### src/rtl/enemy_attack_scheduler.sv
// Arbitrates the shared enemy attack ROM among N requesters: round-robin grant, wait for the
// projectile to go live, mux its ROM address, then hold off for a frame-based cooldown.
module enemy_attack_scheduler #(
  parameter int unsigned N               = 4,
  parameter int unsigned ADDR_W          = 9,
  parameter int unsigned COOLDOWN_FRAMES = 30,
  parameter int unsigned GRANT_TIMEOUT   = 8
) (
  input  logic                  clk_i,
  input  logic                  rst_i,
  input  logic                  game_frame_clk_rising_edge_i,
  input  logic                  game_over_on_i,
  input  logic [N-1:0]          enemy_alive_i,
  input  logic [N-1:0]          attack_req_i,
  input  logic [N-1:0]          attack_on_i,
  input  logic [N*ADDR_W-1:0]   attack_address_in_i,
  input  logic [N-1:0]          is_obj_in_i,
  output logic [N-1:0]          attack_grant_o,
  output logic [$clog2(N)-1:0]  sel_id_o,
  output logic                  sel_valid_o,
  output logic [ADDR_W-1:0]     rom_address_o,
  output logic                  is_obj_out_o,
  output logic                  conflict_o
);

  localparam int unsigned IdW = $clog2(N);
  localparam int unsigned CdW = (COOLDOWN_FRAMES > 0) ? $clog2(COOLDOWN_FRAMES + 1) : 1;
  localparam int unsigned ToW = (GRANT_TIMEOUT > 0) ? $clog2(GRANT_TIMEOUT + 1) : 1;
  localparam logic [CdW-1:0] CdInit  = CdW'(COOLDOWN_FRAMES);
  localparam logic [ToW-1:0] ToLimit = ToW'(GRANT_TIMEOUT);

  typedef enum logic [1:0] {StIdle, StGrant, StActive, StCooldown} state_e;

  state_e           state_q, state_d;
  logic [IdW-1:0]   rr_ptr_q, rr_ptr_d;
  logic [IdW-1:0]   sel_id_q, sel_id_d;
  logic [CdW-1:0]   cd_cnt_q, cd_cnt_d;
  logic [ToW-1:0]   to_cnt_q, to_cnt_d;
  logic             conflict_q, conflict_d;

  logic [N-1:0]     eligible;
  logic [N-1:0]     owner_oh;
  logic             pick_valid;
  logic [IdW-1:0]   pick_id;
  logic [ADDR_W-1:0] owner_addr;

  function automatic logic [IdW-1:0] next_id(input logic [IdW-1:0] id);
    if (id == IdW'(N - 1)) begin
      return '0;
    end
    return id + 1'b1;
  endfunction

  assign eligible   = attack_req_i & enemy_alive_i;
  assign owner_oh   = N'(1) << sel_id_q;
  assign owner_addr = attack_address_in_i[32'(sel_id_q) * ADDR_W +: ADDR_W];

  // First eligible requester at or after rr_ptr, wrapping modulo N.
  always_comb begin
    logic [IdW-1:0] idx;
    pick_valid = 1'b0;
    pick_id    = '0;
    idx        = '0;
    for (int unsigned k = 0; k < N; k++) begin
      idx = IdW'((32'(rr_ptr_q) + k) % N);
      if (!pick_valid && eligible[idx]) begin
        pick_valid = 1'b1;
        pick_id    = idx;
      end
    end
  end

  always_comb begin
    state_d        = state_q;
    rr_ptr_d       = rr_ptr_q;
    sel_id_d       = sel_id_q;
    cd_cnt_d       = cd_cnt_q;
    to_cnt_d       = to_cnt_q;
    conflict_d     = 1'b0;
    attack_grant_o = '0;
    sel_valid_o    = 1'b0;
    rom_address_o  = '0;
    is_obj_out_o   = 1'b0;

    unique case (state_q)
      StIdle: begin
        conflict_d = |attack_on_i;
        if (!game_over_on_i && pick_valid) begin
          sel_id_d = pick_id;
          to_cnt_d = '0;
          state_d  = StGrant;
        end
      end

      StGrant: begin
        attack_grant_o = owner_oh;
        if (game_over_on_i || !enemy_alive_i[sel_id_q]) begin
          state_d  = StIdle;
          rr_ptr_d = next_id(sel_id_q);
        end else if (attack_on_i[sel_id_q]) begin
          state_d = StActive;
        end else if (game_frame_clk_rising_edge_i) begin
          if (to_cnt_q != ToLimit) begin
            to_cnt_d = to_cnt_q + 1'b1;
          end
          if (to_cnt_d == ToLimit) begin
            state_d  = StCooldown;
            rr_ptr_d = next_id(sel_id_q);
          end
        end
      end

      // Death and game over are ignored here so the live projectile can finish.
      StActive: begin
        sel_valid_o   = 1'b1;
        rom_address_o = owner_addr;
        is_obj_out_o  = is_obj_in_i[sel_id_q];
        conflict_d    = |(attack_on_i & ~owner_oh);
        if (!attack_on_i[sel_id_q]) begin
          state_d  = StCooldown;
          cd_cnt_d = CdInit;
          rr_ptr_d = next_id(sel_id_q);
        end
      end

      StCooldown: begin
        conflict_d = |attack_on_i;
        if (cd_cnt_q == '0) begin
          state_d = StIdle;
        end else if (game_frame_clk_rising_edge_i) begin
          cd_cnt_d = cd_cnt_q - 1'b1;
        end
      end

      default: begin
        state_d = StIdle;
      end
    endcase
  end

  always_ff @(posedge clk_i or posedge rst_i) begin
    if (rst_i) begin
      state_q    <= StIdle;
      rr_ptr_q   <= '0;
      sel_id_q   <= '0;
      cd_cnt_q   <= '0;
      to_cnt_q   <= '0;
      conflict_q <= 1'b0;
    end else begin
      state_q    <= state_d;
      rr_ptr_q   <= rr_ptr_d;
      sel_id_q   <= sel_id_d;
      cd_cnt_q   <= cd_cnt_d;
      to_cnt_q   <= to_cnt_d;
      conflict_q <= conflict_d;
    end
  end

  assign sel_id_o   = sel_id_q;
  assign conflict_o = conflict_q;

endmodule

### config.mk
export PLATFORM = sky130hd
export DESIGN_NAME = enemy_attack_scheduler
export DESIGN_NICKNAME = d
export VERILOG_FILES = /design/src/rtl/enemy_attack_scheduler.sv
export SDC_FILE = /design/constraint.sdc
export NUM_CORES = 1
export LEC_CHECK = 0
export CAP_MARGIN = 30
export CORE_AREA = 2 2 62 64
export CTS_BUF_LIST = sky130_fd_sc_hd__clkbuf_4 sky130_fd_sc_hd__clkbuf_8
export CTS_CLUSTER_DIAMETER = 50
export DETAILED_ROUTE_END_ITERATION = 8
export DIE_AREA = 0 0 64 66
export GPL_TIMING_DRIVEN = 0
export PLACE_DENSITY = 0.87
export SYNTH_ARGS = -nofsm -noshare
export SYNTH_HDL_FRONTEND = slang
export SYNTH_SLANG_ARGS = --single-unit
### constraint.sdc
create_clock -name clk_i -period 3.4 [get_ports clk_i]
set_clock_uncertainty 0.2 [all_clocks]
set_input_delay 0.51 -clock clk_i [delete_from_list [all_inputs] [get_ports clk_i]]
set_output_delay 0.51 -clock clk_i [all_outputs]
set_load 0.005 [all_outputs]
* Yosys cells after proc, flatten, opt, wreduce, memory -nomap -nowiden
Cells that the tools add are included.
** Word-level totals
- Bits in writable memories :: 0
- Output and inout bits :: 18
- Word-level logic and storage cells :: 134
- Input bits :: 56
- Latch bits :: 0
- Bits in registers :: 16
- ROM bits :: 0
- Memories kept :: 0
** Cells by class
- Bitwise operators :: 3
- Add/sub/neg operators :: 6
- Shift operators :: 2
- Equality and inequality tests :: 19
- Multiplexer cells :: 69
- Div/mod/pow operators :: 0
- Reductions and logical operators :: 23
- Order comparisons :: 5
- Multiply operators :: 1
** Operator list (number)
- two-way mux 2 bit :: 20
- two-way mux 4 bit :: 10
- variable part select 36 x 7 -> 9 bit :: 1
- two-way mux 1 bit :: 23
- inequality test 2 bit (second input constant) :: 8
- < comparator 2 x 3 -> 1 bit (second input constant) :: 5
- two-way mux 5 bit :: 3
- AND reduction 5 bit :: 3
- binary-select mux 1 bit (select 2 bit) :: 7
- inequality test 4 bit (second input constant) :: 3
- case mux 5 bit (2 select lines) :: 1
- two-way mux 9 bit :: 1
- inequality test 3 bit (second input constant) :: 3
- AND 4 bit :: 2
- case mux 2 bit (4 select lines) :: 1
- case mux 4 bit (2 select lines) :: 1
- OR reduction 4 bit :: 2
- == test 2 bit (second input constant) :: 3
- multiplier 2 x 4 -> 6 bit (second input constant) :: 1
- nonzero test 2 bit :: 3
- logical NOT 1 bit :: 5
- logical NOT 5 bit :: 1
- subtractor 5 x 1 -> 5 bit (second input constant) :: 1
- adder 2 x 1 -> 2 bit (second input constant) :: 2
- other kinds (14) :: 18

* Logic depth before layout (Yosys ltp)
- Word-level depth :: 18
- Gate-level depth with buffers :: 7
- Gate-level depth less buffers :: 7

* Worst setup path before layout
OpenSTA, ideal clock, no wires.
- Path kind :: reg-to-reg
- From :: register to_cnt_q[0]
- To :: register rr_ptr_q[0]
- Stages on the path, launching flop included :: 8
- Arrival :: 1896 ps
- Required time :: 3075 ps
- Path buffers :: 0
- Period minus slack after synthesis :: 2220 ps
- Slack :: 1180 ps
- Library setup time :: 125 ps
- Cell sequence :: dfrtp_1 -> inv_1 -> ha_1 -> and3b_1 -> a21oi_1 -> nor4b_1 -> o221a_2 -> mux2_2
** On the way
- Cells in the longest elaborated chain, start to end :: 9
- Elaborated cells on any way between the ends :: 10
- Classes of those cells :: add/sub: 1; eq/ne: 3; mux: 5; reduce/logical: 1
** Ends and longest elaborated chain
- from (decl) :: line 38 : logic [ToW-1:0] to_cnt_q, to_cnt_d;
- from (signal assigned) :: line 154 : to_cnt_q <= to_cnt_d;
- adder 4 x 1 -> 4 bit or inequality test 4 bit (tied branches) :: line 104, 103
- two-way mux 4 bit (*) :: line 103 : if (to_cnt_q != ToLimit) begin
- two-way mux 4 bit (*) :: line 102 : end else if (game_frame_clk_rising_edge_i) begin
- two-way mux 4 bit (*) :: line 100 : end else if (attack_on_i[sel_id_q]) begin
- two-way mux 4 bit (*) :: line 97 : if (game_over_on_i || !enemy_alive_i[sel_id_q]) begin
- two-way mux 4 bit (*) :: line 85 : unique case (state_q)
- == test 4 bit (*) :: line 106 : if (to_cnt_d == ToLimit) begin
- inequality test 3 bit (no source line) (*)
- AND reduction 5 bit (no source line) (*)
- to (signal assigned) :: line 151 : rr_ptr_q <= rr_ptr_d;
- to (decl) :: line 35 : logic [IdW-1:0] rr_ptr_q, rr_ptr_d;
Mark *: on every way between the ends. The rest lies on a longest branch, timed or not. The select of a mux whose other input is x is not followed.
A chain may end at the register's enable or synchronous reset.

* Worst setup path in the final report
- From :: register sel_id_q[1] (netlist: sel_id_o[1])
- To :: output port rom_address_o[5]
** On the way
- Cells in the longest elaborated chain, start to end :: 3
** Ends and longest elaborated chain
- from (decl) :: line 36 : logic [IdW-1:0] sel_id_q, sel_id_d;
- from (signal assigned) :: line 152 : sel_id_q <= sel_id_d;
- multiplier 2 x 4 -> 6 bit :: line 56 : assign owner_addr = attack_address_in_i[32'(sel_id_q) * ADDR_W +: ADDR_W];
- variable part select 36 x 7 -> 9 bit :: line 56
- two-way mux 9 bit :: line 85
- to (decl) :: line 21 : output logic [ADDR_W-1:0] rom_address_o,
No other way between the ends.

==> key figures <==
Global route
  • Grt ovf: 0
  • Initial antenna violation count: 0
  • Vias in the first global route: 1634
  • First-pass GRT wire length: 7.54 mm
  • Pin count of the biggest net entering global routing: 17
  • Gr usage total: 0.228

Floorplanning
  • Ports: 74
  • Die Ht: 66 um
  • Chip width: 64 um
  • Die ar.: 4220 sq um
  • FP Rows: 22
  • Core area: 3550 sq um
  • Starting density of the core: 0.449

Yosys
  • Netlist cell types: 47
  • Syn. warnings: 0
  • Synth Flop Type: dfrtp_1
  • Syn avg cell area: 9.73 sq um
  • Synthesized cell area: 1600 sq um
  • Cells after synthesis: 164
  • Flops & latches, synth: 16
  • Most frequent cells after synthesis: and2_1 (16), dfrtp_1 (16), inv_1 (16)
  • EDFF count, synth: 0
  • Area leader, netlist: dfrtp_1
  • Top cells by area, synth: dfrtp_1 (25%), mux4_2 (13%), ha_1 (9.4%)
  • Post-synthesis net count: 232
  • Sequential fraction of the synthesis area: 0.251
  • Fraction of registers with async set/reset: 1.00
  • Synth top area share: 0.251

Route
  • WL/cell: 15.4 um
  • Initial DRC Count: 84
  • DRC violations left: 0
  • Pre-Repair DR Iteration Count: 4
  • Antenna viol nets, final: 0
  • DR vias: 1594
  • Vias per Instance: 5.52
  • Final WL: 4.44 mm

Timing
  • Worst Tran Pin Value: 0.601 ns
  • Unrepaired setup endpoints after global routing: no
  • Relative slew slack: 0.594
  • Setup_tns: 0 ns
  • Pins Over Slew Limit: 0
  • Setup violators final: 0
  • Endpoints failing hold: 0
  • Fin crit share: 0.897
  • Hold_ws: 0.361 ns
  • Final min period: 3.05 ns
  • Maximum clock rate: 328 MHz

Placed design
  • Inst Count DP: 285
  • RePlAce Congestion: 0.850
  • HPWL Detailed: 3.66 mm
  • Port bufs: 73
  • Post-DP Area: 2390 sq um

Min path
  • Hold Path Class: reg2reg
  • Worst min-delay path endpoint: cd_cnt_q[2]
  • Worst Hold Depth: 1
  • Hold Path Origin: cd_cnt_q[2]

Critical path
  • Critical path type: reg2out
  • Crit path max fanout: 10
  • CP Capture Type: primary output
  • Crit start category: register
  • Flop2flop setup slack: 0.86 ns
  • Reg2reg path depth: 7
  • Critical Path AT: 2.34 ns
  • CP required: 2.69 ns
  • RR Endpoint: rr_ptr_q[0]
  • Reg-to-reg startpoint: to_cnt_q[0]

Clock tree
  • CTS tree: done
  • Max clock buf depth: 2
  • Clk Latency, worst-skew pair: 0.29 ns
  • Post-CTS setup buffer count: 0
  • Reg clk slew, reported paths: 0.10 ns
  • Hold-fix buffers, CTS: 0
  • Clk sink count: 16
  • Post-CTS Resized: 0
  • CTS HTree Levels: 1
  • CTS Root Cell: clkbuf_4
  • Inserted Clock Buffers: 3

Outcome
  • Status: completed

Final layout
  • Final std cells w/o fill: 289
  • Antenna diodes: 0
  • Design area: 2420 sq um
  • Final nets: 310
  • Synth-to-Final Area Change: 51.8%
  • Share of cells above drive strength 1: 0.0996

Pwr
  • Ratio of total power to cell area: 622 nW/um^2
  • Peak VDD IR: 0.000296 V
  • Leak Pwr: 0.000971 uW

Job
  • Max-cap violations: 0
==> cell usage in the layout, fill, tap and decap left out, types with 2 or more instances in the layout <==
cell type	n
a211oi_1	2
a21o_1	2
a21oi_1	9
a22oi_1	4
a31oi_1	6
and2_1	16
clkbuf_1	5
clkbuf_4	3
clkdlybuf4s50_1	73
dfrtp_1	16
ha_1	12
inv_1	16
mux2_2	2
mux4_1	3
mux4_2	9
nand2_1	8
nand2b_1	4
nand3_1	2
nor2_1	9
nor3_1	2
nor3b_1	2
o211ai_1	2
o21ai_0	4
o221a_2	2
o22ai_1	3
==> power by group <==
| part | total [uW] | switching, uW | internal (uW) | leakage, uW |
|---|---|---|---|---|
| combinational | 1010 | 464 | 550 | 0.000763 |
| clock | 129 | 63.6 | 65.3 | 0.0000210 |
| sequential | 363 | 95.3 | 267 | 0.000187 |
==> metrics by stage <==
stage	setup slack [ns]	power, uW	utilization
3_3_place_gp	0.687	1340	0.672
3_5_place_dp	0.643	1380	0.672
2_1_floorplan	1.18	1020	-
4_1_cts	0.343	1510	0.682
6_report	0.349	1510	0.682
5_1_grt	0.203	1640	0.682
==> metal layers <==
metal  part of all wire  up-vias  GRT usage  routed length (um)
met4              0.011        0     0.0598                  48
li1                   -      769          -                   -
met2               0.53       33      0.418                2340
met1               0.43      786      0.283                1920
met3              0.031        6     0.0256                 136
met5                  0        -          0                   0
==> area by class of cell <==
class,count,area [sq um]
inverter,16,60.1
tap,48,60.1
timing repair buffer,73,731
clock buffer,4,36.3
buffer,7,35.0
sequential,16,400
fill,258,1130
multi-input combinational,125,1100
==> critical path, cell delays in order (launching register included) <==
cell             delay, ns
dfrtp_1               0.56
clkbuf_1              0.49
mux4_1                0.39
and2_1                0.17
clkdlybuf4s50_1       0.44
==> logic make-up after synthesis <==
group	Yosys count	share of synthesized area
AO/OA/AOI/OAI	44	0.195
XOR/XNOR	2	0.0110
adder cells (fa/ha/maj)	12	0.0941
buffers and inverters	23	0.0596
flip-flops	16	0.251
multiplexers	15	0.197
AND/OR/NAND/NOR	52	0.193
==> state kept, by name, summed over array words and instances, names as in the netlist, named ones only <==
name        count
cd_cnt_q        5
conflict_o      1
rr_ptr_q        2
sel_id_o        2
state_q         1
to_cnt_q        4
==> worst max-delay path by stage <==
stage	startpoint	endpoint	cells after the start	slack (ns)
floorplan	to_cnt_q[0]	rr_ptr_q[0]	7	1.18
global placement	sel_id_o[0]	rom_address_o[7]	5	0.69
detailed placement	attack_address_in_i[14]	rom_address_o[5]	4	0.64
CTS	sel_id_o[0]	rom_address_o[7]	5	0.34
global route	sel_id_o[0]	rom_address_o[2]	5	0.20
finish	sel_id_o[1]	rom_address_o[5]	4	0.35
No activity file was read; power rests on OpenSTA's default activity.
